**src/rtl/alu_pkg.sv**
```systemverilog
// Shared ALU encodings and the issue-entry record passed from the issue stage to the ALU.
package alu_pkg;

  localparam logic [5:0] ALUC_ADD  = 6'b100000;
  localparam logic [5:0] ALUC_ADDU = 6'b100001;
  localparam logic [5:0] ALUC_SUB  = 6'b100010;
  localparam logic [5:0] ALUC_SUBU = 6'b100011;
  localparam logic [5:0] ALUC_AND  = 6'b100100;
  localparam logic [5:0] ALUC_OR   = 6'b100101;
  localparam logic [5:0] ALUC_XOR  = 6'b100110;
  localparam logic [5:0] ALUC_NOR  = 6'b100111;
  localparam logic [5:0] ALUC_SLT  = 6'b101010;
  localparam logic [5:0] ALUC_SLTU = 6'b101011;
  localparam logic [5:0] ALUC_SLL  = 6'b000000;
  localparam logic [5:0] ALUC_SRL  = 6'b000010;
  localparam logic [5:0] ALUC_SRA  = 6'b000011;
  localparam logic [5:0] ALUC_SLLV = 6'b000100;
  localparam logic [5:0] ALUC_SRLV = 6'b000110;
  localparam logic [5:0] ALUC_SRAV = 6'b000111;
  localparam logic [5:0] ALUC_LUI  = 6'b001111;
  localparam logic [5:0] ALUC_JR   = 6'b001000;

  localparam logic [5:0] OP_RTYPE = 6'b000000;
  localparam logic [5:0] OP_ADDI  = 6'b001000;
  localparam logic [5:0] OP_ADDIU = 6'b001001;
  localparam logic [5:0] OP_SLTI  = 6'b001010;
  localparam logic [5:0] OP_SLTIU = 6'b001011;
  localparam logic [5:0] OP_ANDI  = 6'b001100;
  localparam logic [5:0] OP_ORI   = 6'b001101;
  localparam logic [5:0] OP_XORI  = 6'b001110;
  localparam logic [5:0] OP_LUI   = 6'b001111;

  typedef struct packed {
    logic [5:0]  aluc;
    logic [31:0] a;
    logic [31:0] b;
    logic [4:0]  rd;
  } issue_entry_t;

  function automatic logic [31:0] sext16(input logic [15:0] v);
    return {{16{v[15]}}, v};
  endfunction

  function automatic logic [31:0] zext16(input logic [15:0] v);
    return {16'h0000, v};
  endfunction

endpackage

```
**src/rtl/alu_issue_skid.sv**
```systemverilog
// Two-entry valid/ready FIFO with a registered head entry, registered valid and registered ready.
module alu_issue_skid
  import alu_pkg::*;
#(
  parameter type T = issue_entry_t
) (
  input  logic clk,
  input  logic rst,
  input  logic i_valid,
  output logic o_ready,
  input  T     i_data,
  output logic o_valid,
  input  logic i_ready,
  output T     o_data
);

  logic [1:0] r_count;
  T           r_head;
  T           r_tail;
  logic       r_valid;
  logic       r_ready;
  logic       w_push;
  logic       w_pop;
  logic [1:0] w_count_nxt;
  T           w_head_nxt;
  T           w_tail_nxt;

  assign w_push  = i_valid & r_ready;
  assign w_pop   = r_valid & i_ready;
  assign o_ready = r_ready;
  assign o_valid = r_valid;
  assign o_data  = r_head;

  // Head always holds the oldest entry; a push onto a full buffer cannot happen since ready is low.
  always_comb begin
    w_count_nxt = r_count;
    w_head_nxt  = r_head;
    w_tail_nxt  = r_tail;
    case (r_count)
      2'd0: begin
        if (w_push) begin
          w_head_nxt  = i_data;
          w_count_nxt = 2'd1;
        end else begin
          w_count_nxt = 2'd0;
        end
      end
      2'd1: begin
        if (w_push && w_pop) begin
          w_head_nxt = i_data;
        end else if (w_push) begin
          w_tail_nxt  = i_data;
          w_count_nxt = 2'd2;
        end else if (w_pop) begin
          w_count_nxt = 2'd0;
        end else begin
          w_count_nxt = 2'd1;
        end
      end
      2'd2: begin
        if (w_pop) begin
          w_head_nxt  = r_tail;
          w_count_nxt = 2'd1;
        end else begin
          w_count_nxt = 2'd2;
        end
      end
      default: begin
        w_count_nxt = 2'd0;
      end
    endcase
  end

  always_ff @(posedge clk or posedge rst) begin
    if (rst) begin
      r_count <= 2'd0;
      r_head  <= '0;
      r_tail  <= '0;
      r_valid <= 1'b0;
      r_ready <= 1'b1;
    end else begin
      r_count <= w_count_nxt;
      r_head  <= w_head_nxt;
      r_tail  <= w_tail_nxt;
      r_valid <= (w_count_nxt != 2'd0);
      r_ready <= (w_count_nxt != 2'd2);
    end
  end

endmodule

```
**src/rtl/alu_issue.sv**
```systemverilog
// ALU issue stage: decodes a MIPS word plus register operands into aluc/a/b/rd and
// queues the result in a 2-entry skid buffer; non-ALU words are flagged and counted.
module alu_issue
  import alu_pkg::*;
#(
  parameter bit DROP_RD0 = 1'b1,
  parameter int CNT_W    = 16
) (
  input  logic             clk,
  input  logic             rst,
  input  logic             in_valid,
  output logic             in_ready,
  input  logic [31:0]      in_instr,
  input  logic [31:0]      in_rs_val,
  input  logic [31:0]      in_rt_val,
  output logic             out_valid,
  input  logic             out_ready,
  output logic [5:0]       out_aluc,
  output logic [31:0]      out_a,
  output logic [31:0]      out_b,
  output logic [4:0]       out_rd,
  output logic             illegal,
  output logic [31:0]      illegal_instr,
  output logic [CNT_W-1:0] issued_cnt,
  output logic [CNT_W-1:0] illegal_cnt
);

  logic [5:0]       w_op;
  logic [5:0]       w_funct;
  logic [15:0]      w_imm;
  logic             w_legal;
  logic             w_accept;
  logic             w_drop;
  logic             w_enq;
  logic             w_unused_rs_field;
  issue_entry_t     w_entry;
  issue_entry_t     w_head;
  logic             r_illegal;
  logic [31:0]      r_illegal_instr;
  logic [CNT_W-1:0] r_issued_cnt;
  logic [CNT_W-1:0] r_illegal_cnt;

  assign w_op              = in_instr[31:26];
  assign w_funct           = in_instr[5:0];
  assign w_imm             = in_instr[15:0];
  assign w_unused_rs_field = ^in_instr[25:21];

  // The rs field is unused: the register file has already resolved it into in_rs_val.
  always_comb begin
    w_entry = '0;
    w_legal = 1'b0;
    case (w_op)
      OP_RTYPE: begin
        w_entry.aluc = w_funct;
        w_entry.rd   = in_instr[15:11];
        w_entry.b    = in_rt_val;
        case (w_funct)
          ALUC_SLL, ALUC_SRL, ALUC_SRA: begin
            w_entry.a = {27'd0, in_instr[10:6]};
            w_legal   = 1'b1;
          end
          ALUC_ADD, ALUC_ADDU, ALUC_SUB, ALUC_SUBU, ALUC_AND, ALUC_OR, ALUC_XOR,
          ALUC_NOR, ALUC_SLT, ALUC_SLTU, ALUC_SLLV, ALUC_SRLV, ALUC_SRAV: begin
            w_entry.a = in_rs_val;
            w_legal   = 1'b1;
          end
          default: begin
            w_entry.a = in_rs_val;
            w_legal   = 1'b0;
          end
        endcase
      end
      OP_ADDI, OP_ADDIU, OP_SLTI, OP_SLTIU, OP_ANDI, OP_ORI, OP_XORI: begin
        w_legal   = 1'b1;
        w_entry.a = in_rs_val;
        w_entry.rd = in_instr[20:16];
        case (w_op)
          OP_ADDI:  begin w_entry.aluc = ALUC_ADD;  w_entry.b = sext16(w_imm); end
          OP_ADDIU: begin w_entry.aluc = ALUC_ADDU; w_entry.b = sext16(w_imm); end
          OP_SLTI:  begin w_entry.aluc = ALUC_SLT;  w_entry.b = sext16(w_imm); end
          OP_SLTIU: begin w_entry.aluc = ALUC_SLTU; w_entry.b = sext16(w_imm); end
          OP_ANDI:  begin w_entry.aluc = ALUC_AND;  w_entry.b = zext16(w_imm); end
          OP_ORI:   begin w_entry.aluc = ALUC_OR;   w_entry.b = zext16(w_imm); end
          default:  begin w_entry.aluc = ALUC_XOR;  w_entry.b = zext16(w_imm); end
        endcase
      end
      OP_LUI: begin
        w_legal      = 1'b1;
        w_entry.aluc = ALUC_LUI;
        w_entry.a    = zext16(w_imm);
        w_entry.b    = 32'd0;
        w_entry.rd   = in_instr[20:16];
      end
      default: begin
        w_legal = 1'b0;
      end
    endcase
  end

  assign w_accept = in_valid & in_ready;
  assign w_drop   = DROP_RD0 && (w_entry.rd == 5'd0);
  assign w_enq    = w_accept & w_legal & ~w_drop;

  alu_issue_skid #(
    .T(issue_entry_t)
  ) u_skid (
    .clk     (clk),
    .rst     (rst),
    .i_valid (w_enq),
    .o_ready (in_ready),
    .i_data  (w_entry),
    .o_valid (out_valid),
    .i_ready (out_ready),
    .o_data  (w_head)
  );

  assign out_aluc = w_head.aluc;
  assign out_a    = w_head.a;
  assign out_b    = w_head.b;
  assign out_rd   = w_head.rd;

  always_ff @(posedge clk or posedge rst) begin
    if (rst) begin
      r_illegal       <= 1'b0;
      r_illegal_instr <= 32'd0;
      r_illegal_cnt   <= '0;
      r_issued_cnt    <= '0;
    end else begin
      r_illegal <= w_accept & ~w_legal;
      if (w_accept && !w_legal) begin
        r_illegal_instr <= in_instr;
        r_illegal_cnt   <= r_illegal_cnt + CNT_W'(1);
      end
      if (out_valid && out_ready) begin
        r_issued_cnt <= r_issued_cnt + CNT_W'(1);
      end
    end
  end

  assign illegal       = r_illegal;
  assign illegal_instr = r_illegal_instr;
  assign issued_cnt    = r_issued_cnt;
  assign illegal_cnt   = r_illegal_cnt;

endmodule

```
**config.mk**
```make
export PLATFORM = sky130hd
export DESIGN_NAME = alu_issue
export DESIGN_NICKNAME = d
export VERILOG_FILES = /design/src/rtl/alu_pkg.sv /design/src/rtl/alu_issue_skid.sv /design/src/rtl/alu_issue.sv
export SDC_FILE = /design/constraint.sdc
export NUM_CORES = 1
export LEC_CHECK = 0
export CORE_ASPECT_RATIO = 0.9
export CORE_MARGIN = 2
export CORE_UTILIZATION = 40
export DETAILED_ROUTE_END_ITERATION = 12
export PLACE_DENSITY_LB_ADDON = 0.08
export SYNTH_ARGS = -nofsm -noshare
export SYNTH_HDL_FRONTEND = slang
export SYNTH_HIERARCHICAL = 1
export SYNTH_SLANG_ARGS = --single-unit
export TNS_END_PERCENT = 30
```
**constraint.sdc**
```tcl
create_clock -name clk -period 10.4 [get_ports clk]
set_input_delay 1.04 -clock clk [delete_from_list [all_inputs] [get_ports clk]]
set_output_delay 1.04 -clock clk [all_outputs]
set_load 0.02 [all_outputs]
```
### After elaboration in Yosys (flattened, before gate mapping)

Index checks and enable logic that the tools add are counted.

| word-level totals | value |
|---|---|
| bits of input ports | 100 |
| logic and storage cells | 88 |
| register bits | 219 |
| output and inout bits | 142 |

| cells by class | value |
|---|---|
| equality and inequality tests | 29 |
| mux-type cells | 16 |
| bitwise gates (word level) | 9 |
| $add $sub $neg | 2 |
| reduce and logical (&&, ||, !) cells | 17 |

Operators with widths:

| operator | number |
|---|---|
| $pmux W75 S3 | 2 |
| $mux W75 | 3 |
| $mux W32 | 2 |
| $eq A6 B6 Y1 const B | 10 |
| $eq A6 B4 Y1 const B | 8 |
| $add A16 B1 Y16 const B | 2 |
| $pmux W4 S6 | 1 |
| $eq A6 B3 Y1 const B | 3 |
| $reduce_or A16 Y1 | 1 |
| $eq A6 B2 Y1 const B | 2 |
| $logic_not A6 Y1 | 2 |
| $reduce_or A8 Y1 | 1 |
| $reduce_or A7 Y1 | 1 |
| $and A1 B1 Y1 | 6 |
| $mux W2 | 3 |
| $ne A2 B1 Y1 const B | 3 |
| $pmux W2 S3 | 1 |
| $logic_not A5 Y1 | 1 |
| $reduce_and A4 Y1 | 1 |
| $reduce_or A4 Y1 | 1 |
| $logic_and A1 B1 Y1 | 3 |
| $mux W1 | 3 |
| $not A1 Y1 | 3 |
| $reduce_and A3 Y1 | 1 |
| 9 further kinds | 9 |

### Logic depth before layout (Yosys ltp)

| logic depth | value |
|---|---|
| depth in word-level cells | 12 |
| depth in mapped cells | 11 |
| gate-level depth less buffers | 8 |

### Hierarchy

Netlist, hierarchy kept.

Modules (own cells, without submodules):

| module | cells an instance | area each (um2) | seq. area each (um2) | instances |
|---|---|---|---|---|
| alu_issue_skid | 422 | 6673.9 | 3854.9 | 1 |
| alu_issue | 311 | 3587.2 | 1626.6 | 1 |

### Worst setup path before layout

No wires, ideal clock.

| timing | value |
|---|---|
| kind | input to register |
| start point | in in_instr[28] |
| end point | reg u_skid.r_head, in the netlist u_skid/o_data[33] |
| data required time | 10.275 ns |
| arrival time | 3.339 ns |
| setup time | 0.125 ns |
| slack | 6.936 ns |
| buffers on the path | 3 |
| stages on the path | 11 |
| path through | buf_6 -> or4_1 -> a2111oi_2 -> and2_2 -> o21ai_0 -> a21oi_1 -> nand3b_1 -> o22ai_2 -> buf_6 -> buf_4 -> mux2_2 |

| on the way | value |
|---|---|
| word-level cells in the longest chain between the ends | 10 |
| elaborated cells on any way between the ends | 27 |
| those cells by class | 10 x eq/ne; 6 x mux; 4 x bitwise; 7 x reduce/logical |

RTL lines:

| item | RTL line | source |
|---|---|---|
| start, declared | alu_issue.sv:13 | `input logic [31:0] in_instr,` |
| $eq A6 B4 Y1 | alu_issue.sv:52 | `case (w_op)` |
| $reduce_or A7 Y1 | alu_issue.sv:52 |  |
| $pmux W75 S3 | alu_issue.sv:52 |  |
| $logic_not A5 Y1 | alu_issue.sv:101 | `assign w_drop = DROP_RD0 && (w_entry.rd == 5'd0);` |
| $not A1 Y1 | alu_issue.sv:102 | `assign w_enq = w_accept & w_legal & ~w_drop;` |
| $and A1 B1 Y1 * | alu_issue.sv:102 |  |
| named net w_enq | alu_issue.sv:34 | `logic w_enq;` |
| $and A1 B1 Y1 * | alu_issue_skid.sv:28 | `assign w_push = i_valid & r_ready;` |
| $logic_and A1 B1 Y1 | alu_issue_skid.sv:49 | `if (w_push && w_pop) begin` |
| $ne A2 B1 Y1 (no line) | -- |  |
| $reduce_and A4 Y1 (no line) * | -- |  |
| end signal, assigned | alu_issue_skid.sv:83 | `r_head <= w_head_nxt;` |
| end, declared | alu_issue_skid.sv:18 | `T r_head;` |

The timed path passes the listed nets; every way through them passes the cells marked *. The select of a mux whose other input is x is not followed.
A chain may end at the register's enable or synchronous reset.

### Worst setup path in the final report

| timing | value |
|---|---|
| start point | in in_instr[26] |
| end point | reg u_skid.r_head, in the netlist u_skid/o_data[40] |

The elaborated chain is that of the path after synthesis.

==> reports/metrics.json <==
{
  "finish": {
    "flow.area_growth_from_synthesis_pct": 34.00,
    "layout-drive-gt1-share_pct": 30.42,
    "finish.net_count": 1067,
    "antenna_cells": 0,
    "sequential_cell_area_um2": 5482,
    "n_fill_cell": 2195,
    "post_layout_nonfiller_instances": 1325,
    "multi_input_area_um2": 4478
  },
  "detailed_routing": {
    "ant_nets": 0,
    "dr_total_vias": 6761,
    "post-route-drc-count": 0,
    "route.final.wire_length_mm": 26.97,
    "drt_first_iter_violations": 322,
    "routedWlPerCell_um": 20.35,
    "drt_first_pass_iters": 5,
    "average_via_count_per_standard_cell": 5.103
  },
  "synthesis": {
    "synthFlopType": "sky130_fd_sc_hd__dfrtp_1",
    "ys_types": 51,
    "synth-edff-count": 0,
    "postSynthNetCount": 835,
    "postSynth.asyncResetShare_pct": 100.0,
    "netlist_instances": 733,
    "syn_area_per_cell_um2": 14.00,
    "yosys_register_bits": 219,
    "synth_seq_area_share_pct": 53.42,
    "synth-warning-count": 6,
    "syn-cell-area_um2": 10260
  },
  "sta": {
    "skew_ps": 5.361,
    "finalHoldViolCount": 0,
    "setup_total_negative_slack_ps": 0,
    "layout_min_cycle_time_ps": 4524,
    "period_share_pct": 43.50,
    "maxSlewHeadroom_pct": 23.86,
    "slew_violations": 0,
    "final_critical_path_setup_slack_ps": 5876,
    "unrepaired_setup_endpoints_after_global_routing": "no",
    "setup_viol_count_final": 0,
    "worstMarginPinSlew_ps": 1139,
    "max_freq_mhz": 221.1
  },
  "power": {
    "power.switching_fraction_pct": 28.77,
    "report.power.total_w": 0.002630,
    "cellPowerDensity_nw_per_um2": 191.3,
    "clkPwrFrac_pct": 33.7,
    "cell_internal_pwr_w": 0.001873,
    "sequentialPowerShare_pct": 40.7,
    "leakage_nw": 6.488,
    "switching_power_w": 0.0007566,
    "irDropWorstVdd_mv": 0.1042,
    "power.combinational.fraction_pct": 25.6
  },
  "clock_network": {
    "clock_tree.root_cell": "sky130_fd_sc_hd__clkbuf_16",
    "cts_htree_levels": 1,
    "cts_hold_buf": 0,
    "post-cts-setup-buffers": 0,
    "ctsResizeCount": 0,
    "cts-root-to-sink-buffers": 3,
    "cts-buffers-inserted": 25,
    "cts_sinks": 219,
    "insertion_delay_ps": 510,
    "clk_transition_reported_paths_ps": 60,
    "tritoncts": "yes"
  },
  "setup_path": {
    "timing.setup.critical_path_class": "input port to register",
    "cp.buffers_inverters": 2,
    "endpoint_kind": "register",
    "slowest_stage": "sky130_fd_sc_hd__buf_4",
    "critical-path-top-delay-family": "buffers and inverters",
    "maximum_fanout_along_the_worst_path": 71,
    "worst_setup_path_start_kind": "input port",
    "slowest_delay_ps": 810,
    "worstPathCellList": "clkdlybuf4s50_1 -> or4_1 -> a2111oi_2 -> and2_2 -> o21ai_0 -> a21oi_1 -> nand3b_1 -> o22ai_4 -> buf_4 -> mux2_2",
    "worstPathArrival_ps": 4920,
    "worst-endpoint-required_ps": 10790
  },
  "global_route": {
    "global_route.usage.met3_pct": 5.117,
    "first_global_vias": 7101,
    "global_route_layer_with_the_greatest_usage": "met2",
    "number_of_antenna_violations_at_the_first_check_in_global_routing": 0,
    "grt_pass1_wl_mm": 42.50,
    "globalRoute.totalOverflow": 0,
    "groute.layer.met2.usage_pct": 30.88,
    "grt_start_max_net_pins": 81,
    "grtUsageMet1_pct": 28.90,
    "grt_util_all_layers_pct": 20.04
  },
  "outcome": {
    "status": "finished clean"
  },
  "placement": {
    "io_buffers": 241,
    "post-place-cells": 1280,
    "hpwl_mm": 17.95,
    "gpl.final_weighted_congestion": 0.7730,
    "place_ws_ps": 5381
  },
  "floorplan": {
    "pin_count": 242,
    "initial_utilization_pct": 40.74,
    "fp.dieArea_um2": 26950,
    "die_w_um": 172.8,
    "floorplan.core_area_um2": 25190,
    "die_h_um": 155.9,
    "num_rows": 55
  },
  "run": {
    "maxCapViolations": 0
  },
  "min_path": {
    "worstHoldPathType": "register to register"
  }
}
==> state kept, by name, summed over array words and instances, names as in the netlist <==
| signal | count |
|---|---|
| u_skid/o_data | 75 |
| u_skid/r_tail | 75 |
| illegal_instr | 32 |
| illegal_cnt | 16 |
| issued_cnt | 16 |
| u_skid/r_count | 2 |
| illegal | 1 |
| u_skid/o_ready | 1 |
| u_skid/o_valid | 1 |
==> synth_stat cells (all sizes together) (2+ instances only) <==
| cell type | n | area share (%) |
|---|---|---|
| a21o | 18 | 1.3 |
| a222oi | 5 | 0.49 |
| a22o | 37 | 3.2 |
| and2 | 22 | 1.4 |
| and3 | 5 | 0.30 |
| and4 | 5 | 0.43 |
| buf | 31 | 2.3 |
| clkbuf | 13 | 0.48 |
| dfrtp | 218 | 53 |
| ha | 2 | 0.24 |
| inv | 13 | 0.52 |
| mux2 | 255 | 29 |
| nand2 | 12 | 0.44 |
| nand2b | 3 | 0.18 |
| nand3 | 15 | 0.73 |
| nand4 | 10 | 0.61 |
| nor2 | 7 | 0.26 |
| nor2b | 2 | 0.12 |
| nor4 | 2 | 0.12 |
| o21ai | 4 | 0.20 |
| or2 | 2 | 0.15 |
| or4 | 3 | 0.22 |
| xnor2 | 26 | 2.2 |
| xor2 | 4 | 0.34 |
==> through the flow <==
stage | hold slack [ps] | util (%) | cell area, µm²
after global placement | 460.9 | 51.29 | 12920
after global routing | 497.6 | 54.59 | 13750
final | 472.1 | 54.59 | 13750
after detailed placement | 463.9 | 51.29 | 12920
after floorplan | 458.5 | - | 10260
after CTS | 473.8 | 54.59 | 13750
==> routing by layer <==
layer / routed length (µm) / vias to the layer above
li1: - / 3144
met1: 12910 / 3384
met2: 11860 / 202
met3: 1759 / 31
met4: 439 / 0
met5: 0 / -
==> placed cells by master, fill, tap and decap left out, types with 2 or more instances in the layout <==
| cell | netlist | layout |
|---|---|---|
| sky130_fd_sc_hd__bufinv_16 | 0 | 2 |
| sky130_fd_sc_hd__mux2_1 | 21 | 21 |
| sky130_fd_sc_hd__buf_4 | 6 | 8 |
| sky130_fd_sc_hd__clkbuf_8 | 0 | 7 |
| sky130_fd_sc_hd__nand3_1 | 15 | 15 |
| sky130_fd_sc_hd__a22o_1 | 37 | 37 |
| sky130_fd_sc_hd__nand4_1 | 10 | 10 |
| sky130_fd_sc_hd__nand2b_1 | 3 | 3 |
| sky130_fd_sc_hd__nor4_1 | 2 | 2 |
| sky130_fd_sc_hd__and2_1 | 21 | 21 |
| sky130_fd_sc_hd__clkinv_2 | 0 | 6 |
| sky130_fd_sc_hd__dfrtp_1 | 218 | 218 |
| sky130_fd_sc_hd__inv_1 | 12 | 10 |
| sky130_fd_sc_hd__inv_6 | 1 | 2 |
| sky130_fd_sc_hd__o21ai_0 | 4 | 4 |
| sky130_fd_sc_hd__clkbuf_1 | 13 | 5 |
| sky130_fd_sc_hd__a21o_1 | 18 | 18 |
| sky130_fd_sc_hd__and4_1 | 5 | 5 |
| sky130_fd_sc_hd__a222oi_1 | 5 | 5 |
| sky130_fd_sc_hd__xnor2_1 | 26 | 26 |
| sky130_fd_sc_hd__clkdlybuf4s50_1 | 0 | 241 |
| sky130_fd_sc_hd__clkbuf_16 | 0 | 25 |
| sky130_fd_sc_hd__ha_1 | 2 | 2 |
| sky130_fd_sc_hd__nand2_1 | 12 | 11 |
| sky130_fd_sc_hd__nor2_1 | 7 | 6 |
| sky130_fd_sc_hd__mux2_4 | 23 | 23 |
| sky130_fd_sc_hd__or4_1 | 3 | 3 |
| sky130_fd_sc_hd__and3_1 | 5 | 5 |
| sky130_fd_sc_hd__mux2_2 | 211 | 211 |
| sky130_fd_sc_hd__xor2_1 | 4 | 4 |
==> path summary, 6_finish.rpt <==
check | depth (start not counted) | from | to | slack, ps
worst max-delay path | 10 | in_instr[26] | u_skid/o_data[40]$_DFFE_PP0P_ | 5880
min in group asynchronous | 2 | rst | illegal_cnt[15]$_DFFE_PP0P_ | 1060
worst max register to register | 6 | u_skid/o_ready$_DFF_PP1_ | u_skid/o_data[40]$_DFFE_PP0P_ | 7560
worst min-delay path | 1 | issued_cnt[15]$_DFFE_PP0P_ | issued_cnt[15]$_DFFE_PP0P_ | 470
max in group asynchronous | 3 | rst | u_skid/o_data[64]$_DFFE_PP0P_ | 7860
worst min register to register | 1 | issued_cnt[15]$_DFFE_PP0P_ | issued_cnt[15]$_DFFE_PP0P_ | 470
==> logic make-up (layout without fill, tap and decap cells) <==
family	after synthesis	after routing	share of synthesized area, %
XOR/XNOR	30	30	2.561
multiplexers	256	256	28.92
AO/OA/AOI/OAI	75	75	6.194
AND/OR/NAND/NOR	94	94	5.341
buffers and inverters	57	307	3.317
flip-flops	219	219	53.42
adder cells (fa/ha/maj)	2	2	0.2438
==> power groups by stage <==
stage | Clock, W | Sequential, W | Combinational, W
detailed placement | 0 | 0.00109 | 0.000681
global placement | 0 | 0.00108 | 0.000677
floorplan | 0 | 0.00119 | 0.000252
CTS | 0.000911 | 0.00107 | 0.000683
finish | 0.000886 | 0.00107 | 0.000673
global route | 0.000946 | 0.00109 | 0.000716
==> final cells by class <==
cell class	instances	share of cell area [%]
clock inverter	8	0.6552
inverter	13	0.4277
tap	342	3.112
sequential	219	39.87
timing repair buffer	249	17.98
clock buffer	37	5.387
multi-input combinational	457	32.57
==> worst register-to-register path, stage by stage, from the launching register on <==
cell and delay [ps]:
sky130_fd_sc_hd__dfstp_2 600, sky130_fd_sc_hd__nand2_1 130, sky130_fd_sc_hd__a21oi_1 270, sky130_fd_sc_hd__nand3b_1 190
sky130_fd_sc_hd__o22ai_4 240, sky130_fd_sc_hd__buf_4 810, sky130_fd_sc_hd__mux2_2 490
No activity file was read; power rests on OpenSTA's default activity.
